<file path="src/rtl/gear_shift_sequencer.sv">
// rtl/gear_shift_sequencer.sv - debounced lever, interlocks and D1..D4 auto-shift sequencer (optional KICKDOWN_EN)
module gear_shift_sequencer #(
  parameter int DEB_CYC   = 4,
  parameter int DWELL_CYC = 16,
  parameter int UP1       = 40,
  parameter int UP2       = 70,
  parameter int UP3       = 100,
  parameter int HYST      = 8
) (
  input  logic       clk,
  input  logic       reset,
  input  logic [3:0] lever,
  input  logic       brake,
  input  logic [7:0] speed,
`ifdef KICKDOWN_EN
  input  logic       kickdown,
`endif
  output logic [6:0] gear_led,
  output logic       shift_pulse,
  output logic       reject,
  output logic       busy
);

  localparam logic [1:0] ST_PARK = 2'd0;
  localparam logic [1:0] ST_REV  = 2'd1;
  localparam logic [1:0] ST_NEU  = 2'd2;
  localparam logic [1:0] ST_DRV  = 2'd3;

  localparam logic [3:0] DEB_T   = 4'(DEB_CYC);
  localparam logic [7:0] DWELL_T = 8'(DWELL_CYC);
  localparam logic [7:0] UP1_T   = 8'(UP1);
  localparam logic [7:0] UP2_T   = 8'(UP2);
  localparam logic [7:0] UP3_T   = 8'(UP3);
  localparam logic [7:0] DN2_T   = 8'(UP1 - HYST);
  localparam logic [7:0] DN3_T   = 8'(UP2 - HYST);
  localparam logic [7:0] DN4_T   = 8'(UP3 - HYST);

  logic [1:0] state_q, state_d;
  logic [1:0] gidx_q, gidx_d;   // 0..3 stands for D1..D4
  logic [3:0] deb_val_q, deb_cnt_q, deb_cnt_d;
  logic       deb_fire;
  logic       pend_valid_q;
  logic [3:0] pend_val_q;
  logic [1:0] req_state;
  logic [7:0] dwell_q;
  logic [6:0] led_d;
  logic       reject_d;
  logic       led_change;
  logic       apply;
  logic       lever_ok;
  logic [7:0] up_thr, dn_thr;
  logic       kick_rise, up_allow;

  assign lever_ok = (lever != 4'd0) && ((lever & (lever - 4'd1)) == 4'd0);
  assign busy     = (dwell_q != 8'd0);
  assign apply    = pend_valid_q && !busy;

`ifdef KICKDOWN_EN
  logic kick_q;
  assign kick_rise = kickdown && !kick_q;
  assign up_allow  = !kickdown;

  // Previous kickdown level for rising-edge detection
  always_ff @(posedge clk) begin
    if (reset) kick_q <= 1'b0;
    else       kick_q <= kickdown;
  end
`else
  assign kick_rise = 1'b0;
  assign up_allow  = 1'b1;
`endif

  // Debounce: count identical valid samples, fire once when the run reaches DEB_CYC
  always_comb begin
    deb_cnt_d = deb_cnt_q;
    deb_fire  = 1'b0;
    if (!lever_ok) begin
      deb_cnt_d = 4'd0;
    end else if (lever != deb_val_q) begin
      deb_cnt_d = 4'd1;
      deb_fire  = (DEB_T == 4'd1);
    end else if (deb_cnt_q != DEB_T) begin
      deb_cnt_d = deb_cnt_q + 4'd1;
      deb_fire  = ((deb_cnt_q + 4'd1) == DEB_T);
    end
  end

  // Map the one-hot pending lever code to a target state
  always_comb begin
    req_state = ST_PARK;
    case (pend_val_q)
      4'b0100: req_state = ST_REV;
      4'b0010: req_state = ST_NEU;
      4'b0001: req_state = ST_DRV;
      default: req_state = ST_PARK;
    endcase
  end

  // Shift thresholds for the current drive gear
  always_comb begin
    up_thr = 8'hFF;
    dn_thr = 8'd0;
    case (gidx_q)
      2'd0: up_thr = UP1_T;
      2'd1: begin up_thr = UP2_T; dn_thr = DN2_T; end
      2'd2: begin up_thr = UP3_T; dn_thr = DN3_T; end
      default: dn_thr = DN4_T;
    endcase
  end

  // Next state: lever request (with interlocks) wins over kickdown, which wins over auto shift
  always_comb begin
    state_d  = state_q;
    gidx_d   = gidx_q;
    reject_d = 1'b0;
    if (apply) begin
      if (req_state != state_q) begin
        if ((state_q == ST_PARK && !brake) ||
            (req_state == ST_PARK && speed != 8'd0) ||
            (req_state == ST_REV && (speed != 8'd0 || !brake))) begin
          reject_d = 1'b1;
        end else begin
          state_d = req_state;
          gidx_d  = 2'd0;
        end
      end
    end else if (state_q == ST_DRV && !busy) begin
      if (kick_rise && gidx_q != 2'd0)
        gidx_d = gidx_q - 2'd1;
      else if (up_allow && gidx_q != 2'd3 && speed >= up_thr)
        gidx_d = gidx_q + 2'd1;
      else if (gidx_q != 2'd0 && speed < dn_thr)
        gidx_d = gidx_q - 2'd1;
    end
  end

  // LED pattern {R1,N1,P1,D4,D3,D2,D1} for the next state
  always_comb begin
    led_d = 7'b0010000;
    case (state_d)
      ST_REV:  led_d = 7'b1000000;
      ST_NEU:  led_d = 7'b0100000;
      ST_DRV:  led_d = 7'b0000001 << gidx_d;
      default: led_d = 7'b0010000;
    endcase
  end

  assign led_change = (led_d != gear_led);

  // Registered state, outputs, dwell timer and pending request
  always_ff @(posedge clk) begin
    if (reset) begin
      state_q      <= ST_PARK;
      gidx_q       <= 2'd0;
      deb_val_q    <= 4'd0;
      deb_cnt_q    <= 4'd0;
      pend_valid_q <= 1'b0;
      pend_val_q   <= 4'd0;
      dwell_q      <= 8'd0;
      gear_led     <= 7'b0010000;
      shift_pulse  <= 1'b0;
      reject       <= 1'b0;
    end else begin
      state_q     <= state_d;
      gidx_q      <= gidx_d;
      deb_cnt_q   <= deb_cnt_d;
      if (lever_ok) deb_val_q <= lever;
      // A fresh debounced value overwrites any request still held by dwell
      if (deb_fire) begin
        pend_valid_q <= 1'b1;
        pend_val_q   <= lever;
      end else if (apply) begin
        pend_valid_q <= 1'b0;
      end
      if (led_change)          dwell_q <= DWELL_T;
      else if (dwell_q != 8'd0) dwell_q <= dwell_q - 8'd1;
      gear_led    <= led_d;
      shift_pulse <= led_change;
      reject      <= reject_d;
    end
  end

endmodule

</file>
<file path="config.mk">
export PLATFORM = sky130hd
export DESIGN_NAME = gear_shift_sequencer
export DESIGN_NICKNAME = d
export VERILOG_FILES = /design/src/rtl/gear_shift_sequencer.sv
export SDC_FILE = /design/constraint.sdc
export NUM_CORES = 1
export LEC_CHECK = 0
export BUFFER_PORTS_ARGS = -buffer_cell sky130_fd_sc_hd__buf_2
export CAP_MARGIN = 5
export CORE_MARGIN = 8
export CORE_UTILIZATION = 25
export CTS_BUF_LIST = sky130_fd_sc_hd__clkbuf_8
export DETAILED_ROUTE_END_ITERATION = 10
export GPL_TIMING_DRIVEN = 0
export SKIP_CTS_REPAIR_TIMING = 1
export SYNTH_ARGS = -nofsm -noshare
export SYNTH_HDL_FRONTEND = slang
export SYNTH_SLANG_ARGS = --single-unit
</file>
<file path="constraint.sdc">
create_clock -name clk -period 4.8 [get_ports clk]
set_input_delay 0.72 -clock clk [delete_from_list [all_inputs] [get_ports clk]]
set_output_delay 0.72 -clock clk [all_outputs]
set_load 0.005 [all_outputs]
</file>
==> results of run 1 <==
## power by group
| group | switching [mW] | internal [mW] | leakage, nW |
|---|---|---|---|
| Sequential | 0.0285 | 0.309 | 0.276 |
| Clock | 0.103 | 0.114 | 0.0524 |
| Combinational | 0.129 | 0.115 | 0.667 |
| Total | 0.261 | 0.538 | 0.996 |
## critical path, stage by stage (launching register included)
cell and delay, ns:
dfxtp_1 0.44, inv_1 0.13, ha_1 0.38, ha_1 0.31, a21oi_1 0.16, a211oi_1 0.12, or2_2 0.34, o31ai_1 0.52
a21boi_0 0.22, or4_4 0.53, o311ai_4 0.12, o211ai_4 0.18, a2111oi_4 0.32
## worst max path at each step
| stage | slack, ns | startpoint | cells after the start | to |
|---|---|---|---|---|
| 3_5_place_dp | 0.91 | gidx_q[0]$_SDFF_PP0_ | 12 | dwell_q[1]$_SDFFE_PP0P_ |
| 5_1_grt | 0.57 | gidx_q[0]$_SDFF_PP0_ | 12 | dwell_q[1]$_SDFFE_PP0P_ |
| 3_3_place_gp | 0.96 | gidx_q[0]$_SDFF_PP0_ | 12 | dwell_q[1]$_SDFFE_PP0P_ |
| 6_report | 0.93 | gidx_q[0]$_SDFF_PP0_ | 12 | dwell_q[1]$_SDFFE_PP0P_ |
| 2_1_floorplan | 1.34 | gidx_q[0]$_SDFF_PP0_ | 12 | dwell_q[1]$_SDFFE_PP0P_ |
| 4_1_cts | 0.89 | gidx_q[0]$_SDFF_PP0_ | 12 | dwell_q[1]$_SDFFE_PP0P_ |
## cell type report
cell class / instances / area, um^2
Fill cell: 906 / 6090
Multi-Input combinational cell: 197 / 1450
Sequential cell: 34 / 681
Tap cell: 108 / 135
Timing Repair Buffer: 24 / 120
Clock buffer: 6 / 82.6
Inverter: 11 / 41.3
Buffer: 5 / 18.8
Clock inverter: 2 / 8.76
## per-stage QoR
stage | power, mW | worst slack (ns) | std cells | util, % | cell area [um^2]
floorplan | 0.537 | 1.34 | 247 | - | 2190
global placement | 0.584 | 0.962 | 379 | 28.4 | 2450
detailed placement | 0.591 | 0.907 | 379 | 28.4 | 2450
CTS | 0.809 | 0.886 | 387 | 29.4 | 2540
global route | 0.860 | 0.566 | 387 | 29.4 | 2540
finish | 0.798 | 0.925 | 387 | 29.4 | 2540
## sequential cells by signal (all words and copies together) (netlist names)
register / cells
deb_cnt_q: 4
deb_val_q: 4
dwell_q: 8
gear_led: 7
gidx_q: 2
pend_val_q: 4
pend_valid_q: 1
reject: 1
shift_pulse: 1
state_q: 2
## layout by cell type, fill, tap and decap left out, drive strengths merged, types with 8 or more instances in the layout
master / n
mux2i: 11
nor4: 8
buf: 24
nor3: 13
nor2: 30
dfxtp: 34
nand2: 15
inv: 12
ha: 19
a21oi: 15
clkbuf: 11
## layer usage
metal | wire (um) | vias up
met5 | 0 | -
met4 | 42 | 0
met3 | 253 | 5
met2 | 2210 | 24
met1 | 2330 | 823
li1 | - | 982
## cells by family after synthesis
| group | share of synthesized area [%] |
|---|---|
| DFF | 31.0 |
| AOI/OAI and AO/OA | 20.4 |
| buffers and inverters | 2.74 |
| muxes | 6.04 |
| and+or+nand+nor | 23.8 |
| xor gates and xnor gates | 5.19 |
| adders and majority gates | 10.8 |
==> impl_metrics.ini, run 1 <==
[status]
status = finished clean

[timing]
fmax_mhz = 258
slew_violations = 0
final_min_period_over_clock_period_pct = 80.7
maxSlewHeadroom_pct = 62.1
grt_setup_unrepaired = no
hold_viol_final = 0
worst_pin_slew_ns = 0.563
whs_ns = 0.492
fin_tns_setup_ns = 0
clock_skew_ns = 0.00670
timing.final.crit_period_ns = 3.87
setup_viol = 0

[synth]
yosysSeqAreaShare_pct = 31.0
syn_nets = 281
synth.area.top_cells = dfxtp_1, ha_1, mux2i_1
syn_inst = 247
ys_types = 55
synth.ff_latch_count = 34
synth.most_common_cell = dfxtp_1
synth_common_cells = dfxtp_1, nor2_1, ha_1, a21oi_1, nand2_1
avgSynthCellArea_um2 = 8.89
yosysWarnings = 0
syn_area_um2 = 2190
synthArstFlopShare_pct = 0
synth_area_leader_cell = dfxtp_1
synth_top_area_share_pct = 31.0
synth_edf_count = 0
ys.flop_type = dfxtp_1

[worst_setup_path]
r2r_end = dwell_q[1]$_SDFFE_PP0P_
worstPathArrival_ns = 4.06
path_max_fanout = 6
crit_path_end_kind = flip-flop
critPathKind = reg2reg
cp.required_ns = 4.99
rr_worst_depth = 12
rrSetupSlack_ns = 0.93
start_kind = flip-flop
reg2reg_from = gidx_q[0]$_SDFF_PP0_

[route]
dr_total_vias = 1834
postRouteAntennaNets = 0
drc = 0
drt_iter0_markers = 64
dr.pass1.iters = 4
viasPerCell = 4.74
wirelength_mm = 4.83
wl_per_cell_um = 12.5

[floorplan]
core_um2 = 8640
die_x_um = 110
rows = 34
fp.dieH_um = 110
ios = 25
die-area_um2 = 12000
start_util_pct = 25.4

[power_and_ir_drop]
power_density_nw_per_um2 = 314
vdd_ir_drop_max_v = 0.000204
static-leakage-power_nw = 0.996

[placement]
hpwl_mm = 3.84
io_buffer_count = 24
gp_congestion = 0.749

[hold_path]
hold_depth = 2
hp-class = reg2reg
min-delay-start = pend_valid_q$_SDFFE_PP0P_
min_to = pend_valid_q$_SDFFE_PP0P_

[clock_tree]
htreeDepth = 2
cts-root-buf = clkbuf_8
clock_latency_ns = 0.29
cts.reportedPaths.clkPinSlew_ns = 0.07
cts_tree = done
clk_path_buf_depth = 2
numClockSinks = 34
numCtsBuffers = 5

[global_routing]
grt_use_met3_pct = 2.46
grt_pass1_vias = 1758
grt_usage_pct = 8.50
grt_util_met2_pct = 13.9
grt_antenna_before_repair = 0
grt_pass1_wl_mm = 8.34
grt-ovfl-total = 0
grt_start_max_net_pins = 11
grt-busiest-layer = met2
grt_use_met1_pct = 10.8

[final_layout]
syn2layout_area_growth_pct = 15.8
drive_above_1_share_pct = 17.2
nNetsFinal = 312
diodes = 0

[flow_run]
maxCapViolCount = 0
Note: power is estimated with default switching activity, not from simulation.
==> inputs of run 2 (changes only) <==
==> constraint.sdc (replaced) <==
create_clock -name clk -period 3.9 [get_ports clk]
set_input_delay 0.585 -clock clk [delete_from_list [all_inputs] [get_ports clk]]
set_output_delay 0.585 -clock clk [all_outputs]
set_load 0.005 [all_outputs]
==> run 2 against run 1 <==
Against the previous run: clock power increased by 23%; worst hold slack lost 0.0010 ns; largest cell class unchanged; sequential share of layout area is 0.12 points lower; sequential cell count is the same.
==> impl_metrics.ini, run 2 (synthesized netlist as in run 1, its figures left out) <==
[status]
status = finished clean

[clock_tree]
cts.reportedPaths.clkPinSlew_ns = 0.07
clock_latency_ns = 0.29
cts_tree = done
htreeDepth = 2
cts-root-buf = clkbuf_8
numCtsBuffers = 5
clk_path_buf_depth = 2
numClockSinks = 34

[global_routing]
grt_pass1_vias = 1758
grt_antenna_before_repair = 0
grt_pass1_wl_mm = 8.34
grt_start_max_net_pins = 11
grt_usage_pct = 8.50
grt-ovfl-total = 0

[final_layout]
final_cell_area_um2 = 2560
largest_reg_flops = 8
final_util_pct = 29.6
drive_above_1_share_pct = 18.3
layout_commonest_cell = dfxtp_1
diodes = 0
syn2layout_area_growth_pct = 16.5
fillers = 908
largest-register = dwell_q
final_cells = 387
reg_top3 = dwell_q: 8 flops, gear_led: 7 flops
most-common-layout-cells = dfxtp_1, nor2_1, buf_2
nNetsFinal = 312

[floorplan]
core_um2 = 8640
start_util_pct = 25.4
rows = 34
fp.dieH_um = 110
die_x_um = 110
ios = 25
die-area_um2 = 12000

[route]
viasPerCell = 4.75
dr.pass1.iters = 4
wirelength_mm = 4.85
drt_iter0_markers = 67
postRouteAntennaNets = 0
wl_per_cell_um = 12.5
dr_total_vias = 1840
drc = 0

[worst_setup_path]
reg2reg_from = gidx_q[1]$_SDFF_PP0_
path_max_fanout = 6
worstPathArrival_ns = 3.82
critPathKind = reg2reg
cp_cell_sequence = inv_1 -> ha_1 -> inv_1 -> ha_1 -> a2111o_1 -> a41oi_1 -> o21a_2 -> o2111ai_1 -> a21boi_0 -> or4_4 -> o311ai_4 -> o211ai_4 -> a2111oi_4
crit_path_end_kind = flip-flop
critical-path-top-delay-family = compound AO/OA/AOI/OAI gates
cp.required_ns = 4.09
crit_start = gidx_q[1]$_SDFF_PP0_
critPathSlowestCell = or4_4
cp_num_buf_inv = 2
start_kind = flip-flop
cpPeakStageDelay_ns = 0.52

[timing]
fin_ws_ns = 0.267
worst_pin_slew_ns = 0.555
grt_setup_unrepaired = no
fin_tns_setup_ns = 0
slew_violations = 0
clock_skew_ns = 0.00670
whs_ns = 0.491
timing.final.crit_period_ns = 3.63
setup_viol = 0
maxSlewHeadroom_pct = 63.0
final_min_period_over_clock_period_pct = 93.1
fmax_mhz = 275
hold_viol_final = 0

[hold_path]
hp-class = reg2reg
min-delay-start = pend_valid_q$_SDFFE_PP0P_

[flow_run]
maxCapViolCount = 0

[power_and_ir_drop]
vdd_ir_drop_max_v = 0.000252
static-leakage-power_nw = 1.00
power.total_mw = 0.983
power_density_nw_per_um2 = 384

[placement]
hpwl_mm = 3.84
io_buffer_count = 24
dp_cells = 379
place_ws_ns = 0.00666
gp_congestion = 0.749
placed_area_um2 = 2450
[run 2: changes by cell type in the layout (fill, tap and decap cells not counted)]
| cell | change |
|---|---|
| dfxtp_1 | -1 |
| dfxtp_2 | +1 |
| o21a_1 | -1 |
| o21a_2 | +1 |
| o31ai_1 | -1 |
| o31ai_4 | +1 |
[run 2: power by group]
part | switching (mW) | internal, mW
clock | 0.127 | 0.140
sequential | 0.0350 | 0.381
combinational | 0.159 | 0.141
total | 0.321 | 0.662
[run 2: worst min-delay path: stages, from the launching register on]
cell     delay, ns
dfxtp_1       0.33
nand2_1       0.06
a21oi_1       0.05
[run 2: final timing paths]
| check | end | slack [ns] | depth (start not counted) |
|---|---|---|---|
| worst max register to register | dwell_q[1]$_SDFFE_PP0P_ | 0.27 | 13 |
| worst max-delay path | dwell_q[1]$_SDFFE_PP0P_ | 0.27 | 13 |
| worst min-delay path | pend_valid_q$_SDFFE_PP0P_ | 0.49 | 2 |
| worst min register to register | pend_valid_q$_SDFFE_PP0P_ | 0.49 | 2 |
[run 2: cell type report]
| class | count | area [um^2] | area share (%) |
|---|---|---|---|
| multi-input combinational | 197 | 1470 | 57.4 |
| timing repair buffer | 24 | 120 | 4.70 |
| clock buffer | 6 | 82.6 | 3.23 |
| clock inverter | 2 | 8.76 | 0.342 |
| sequential | 34 | 682 | 26.7 |
| buffer | 5 | 18.8 | 0.734 |
| inverter | 11 | 41.3 | 1.61 |
| tap | 108 | 135 | 5.28 |
[run 2: layer usage]
metal	part of all wire, %	GRT usage (%)	wire, um	vias up
li1	-	-	-	981
met1	48	10.8	2340	830
met2	46	13.9	2220	24
met3	5.2	2.46	253	5
met4	0.87	2.03	42	0
met5	0	0	0	-
==> inputs of run 3 (changes only) <==
--- a/config.mk
+++ b/config.mk
@@ -9,7 +9,6 @@
 export CAP_MARGIN = 5
 export CORE_MARGIN = 8
 export CORE_UTILIZATION = 25
-export CTS_BUF_LIST = sky130_fd_sc_hd__clkbuf_8
 export DETAILED_ROUTE_END_ITERATION = 10
 export GPL_TIMING_DRIVEN = 0
 export SKIP_CTS_REPAIR_TIMING = 1
==> constraint.sdc (replaced) <==
create_clock -name clk -period 3.4 [get_ports clk]
set_input_delay 0.51 -clock clk [delete_from_list [all_inputs] [get_ports clk]]
set_output_delay 0.51 -clock clk [all_outputs]
set_load 0.005 [all_outputs]
==> run 3 against run 2 <==
Against the previous run: sequential cell count is the same; via count grew 8.1%; first-iteration DRC count shrank 25%; die area is the same; critical path type unchanged.
==> impl_metrics.ini, run 3 (synthesized netlist as in run 1, its figures left out) <==
[worst_setup_path]
crit_path_end_kind = flip-flop
worstPathArrival_ns = 3.50
path_max_fanout = 8
cp.required_ns = 3.61
reg2reg_from = gidx_q[0]$_SDFF_PP0_
start_kind = flip-flop
critPathKind = reg2reg
crit_start = gidx_q[0]$_SDFF_PP0_

[timing]
hold_viol_final = 0
final_min_period_over_clock_period_pct = 96.7
timing.final.crit_period_ns = 3.29
maxSlewHeadroom_pct = 59.8
fmax_mhz = 304
setup_viol = 0
slew_violations = 0
fin_tns_setup_ns = 0
clock_skew_ns = 0.00806
whs_ns = 0.458
worst_pin_slew_ns = 0.604

[floorplan]
ios = 25
die_x_um = 110
fp.dieH_um = 110
core_um2 = 8640
rows = 34
die-area_um2 = 12000
start_util_pct = 25.4

[global_routing]
grt-ovfl-total = 0
grt_antenna_before_repair = 0
grt_use_met3_pct = 2.99
grt_pass1_vias = 1858
grt-busiest-layer = met2
grt_pass1_wl_mm = 8.74
grt_start_max_net_pins = 11
grt_usage_pct = 8.86
grt_util_met2_pct = 14.3
grt_use_met1_pct = 11.0

[route]
wl_per_cell_um = 13.5
drc = 0
dr.pass1.iters = 4
drt_iter0_markers = 50
wirelength_mm = 5.40
dr_total_vias = 1989
postRouteAntennaNets = 0
viasPerCell = 4.96

[hold_path]
min-delay-start = reset
hp-class = in2reg

[placement]
io_buffer_count = 24
gp_congestion = 0.774
hpwl_mm = 3.99
placed_area_um2 = 2450

[final_layout]
reg_top3 = dwell_q: 8 flops, gear_led: 7 flops
largest_reg_flops = 8
drive_above_1_share_pct = 28.3
final_util_pct = 32.5
syn2layout_area_growth_pct = 28.1
largest-register = dwell_q
final_cell_area_um2 = 2810
layout_commonest_cell = dfxtp_1
nNetsFinal = 326
diodes = 0
most-common-layout-cells = dfxtp_1, nor2_1, buf_2

[power_and_ir_drop]
power.total_mw = 1.17
power_density_nw_per_um2 = 417
static-leakage-power_nw = 1.09
vdd_ir_drop_max_v = 0.000297

[status]
status = finished clean

[clock_tree]
cts_tree = done
clock_latency_ns = 0.28
numClockSinks = 34
htreeDepth = 2
cts-root-buf = clkbuf_8
cts.reportedPaths.clkPinSlew_ns = 0.07
clk_path_buf_depth = 2
numCtsBuffers = 5

[flow_run]
maxCapViolCount = 0
run 3: cell count changes in the layout (fill, tap and decap cells not counted), sizes merged:
| cell | before | now |
|---|---|---|
| clkbuf | 11 | 12 |
| inv | 12 | 11 |
| buf | 24 | 38 |
run 3: path summary, 6_finish.rpt:
| check | to | slack, ns | cells after the start |
|---|---|---|---|
| setup / recovery | dwell_q[7]$_SDFFE_PP0P_ | 0.11 | 14 |
| hold / removal | state_q[1]$_SDFF_PP0_ | 0.46 | 2 |
| setup reg to reg | dwell_q[7]$_SDFFE_PP0P_ | 0.11 | 14 |
| hold reg to reg | deb_val_q[3]$_SDFFE_PP0P_ | 0.48 | 2 |
run 3: stage by stage:
step / instances / setup slack, ns
global route: 401 / -0.0336
finish: 401 / 0.111
CTS: 387 / -0.360
detailed placement: 379 / -0.323
floorplan: 247 / 0.0408
global placement: 379 / -0.245
run 3: cell type report:
type / count / area (um^2)
fillers: 918 / 5830
multi-input cells: 197 / 1600
flip-flops and latches: 34 / 688
repair buffers: 38 / 229
well taps: 108 / 135
clock buffers: 7 / 86.3
inverters: 11 / 46.3
plain buffers: 5 / 18.8
clock inverters: 1 / 5.00
run 3: critical path: stages (launching register included):
cell and delay (ns):
dfxtp_4 0.40, inv_4 0.07, ha_4 0.29, inv_1 0.04
ha_1 0.17, a2111o_1 0.41, a41oi_2 0.15, o21a_2 0.24
mux2i_4 0.28, o21ai_4 0.11, or4_4 0.45, o311ai_4 0.12
o211ai_4 0.19, buf_6 0.16, nor3_2 0.13
run 3: report_power, final:
group	internal [mW]	switching, mW	leakage (nW)	total [mW]
Sequential	0.435	0.0399	0.278	0.475
Combinational	0.190	0.196	0.760	0.386
Clock	0.163	0.146	0.0482	0.310
run 3: layer usage:
metal	part of all wire [%]	up-vias	wire [um]
li1	-	1009	-
met1	44	946	2400
met2	49	30	2630
met3	5.9	4	316
met4	0.94	0	51
met5	0	-	0
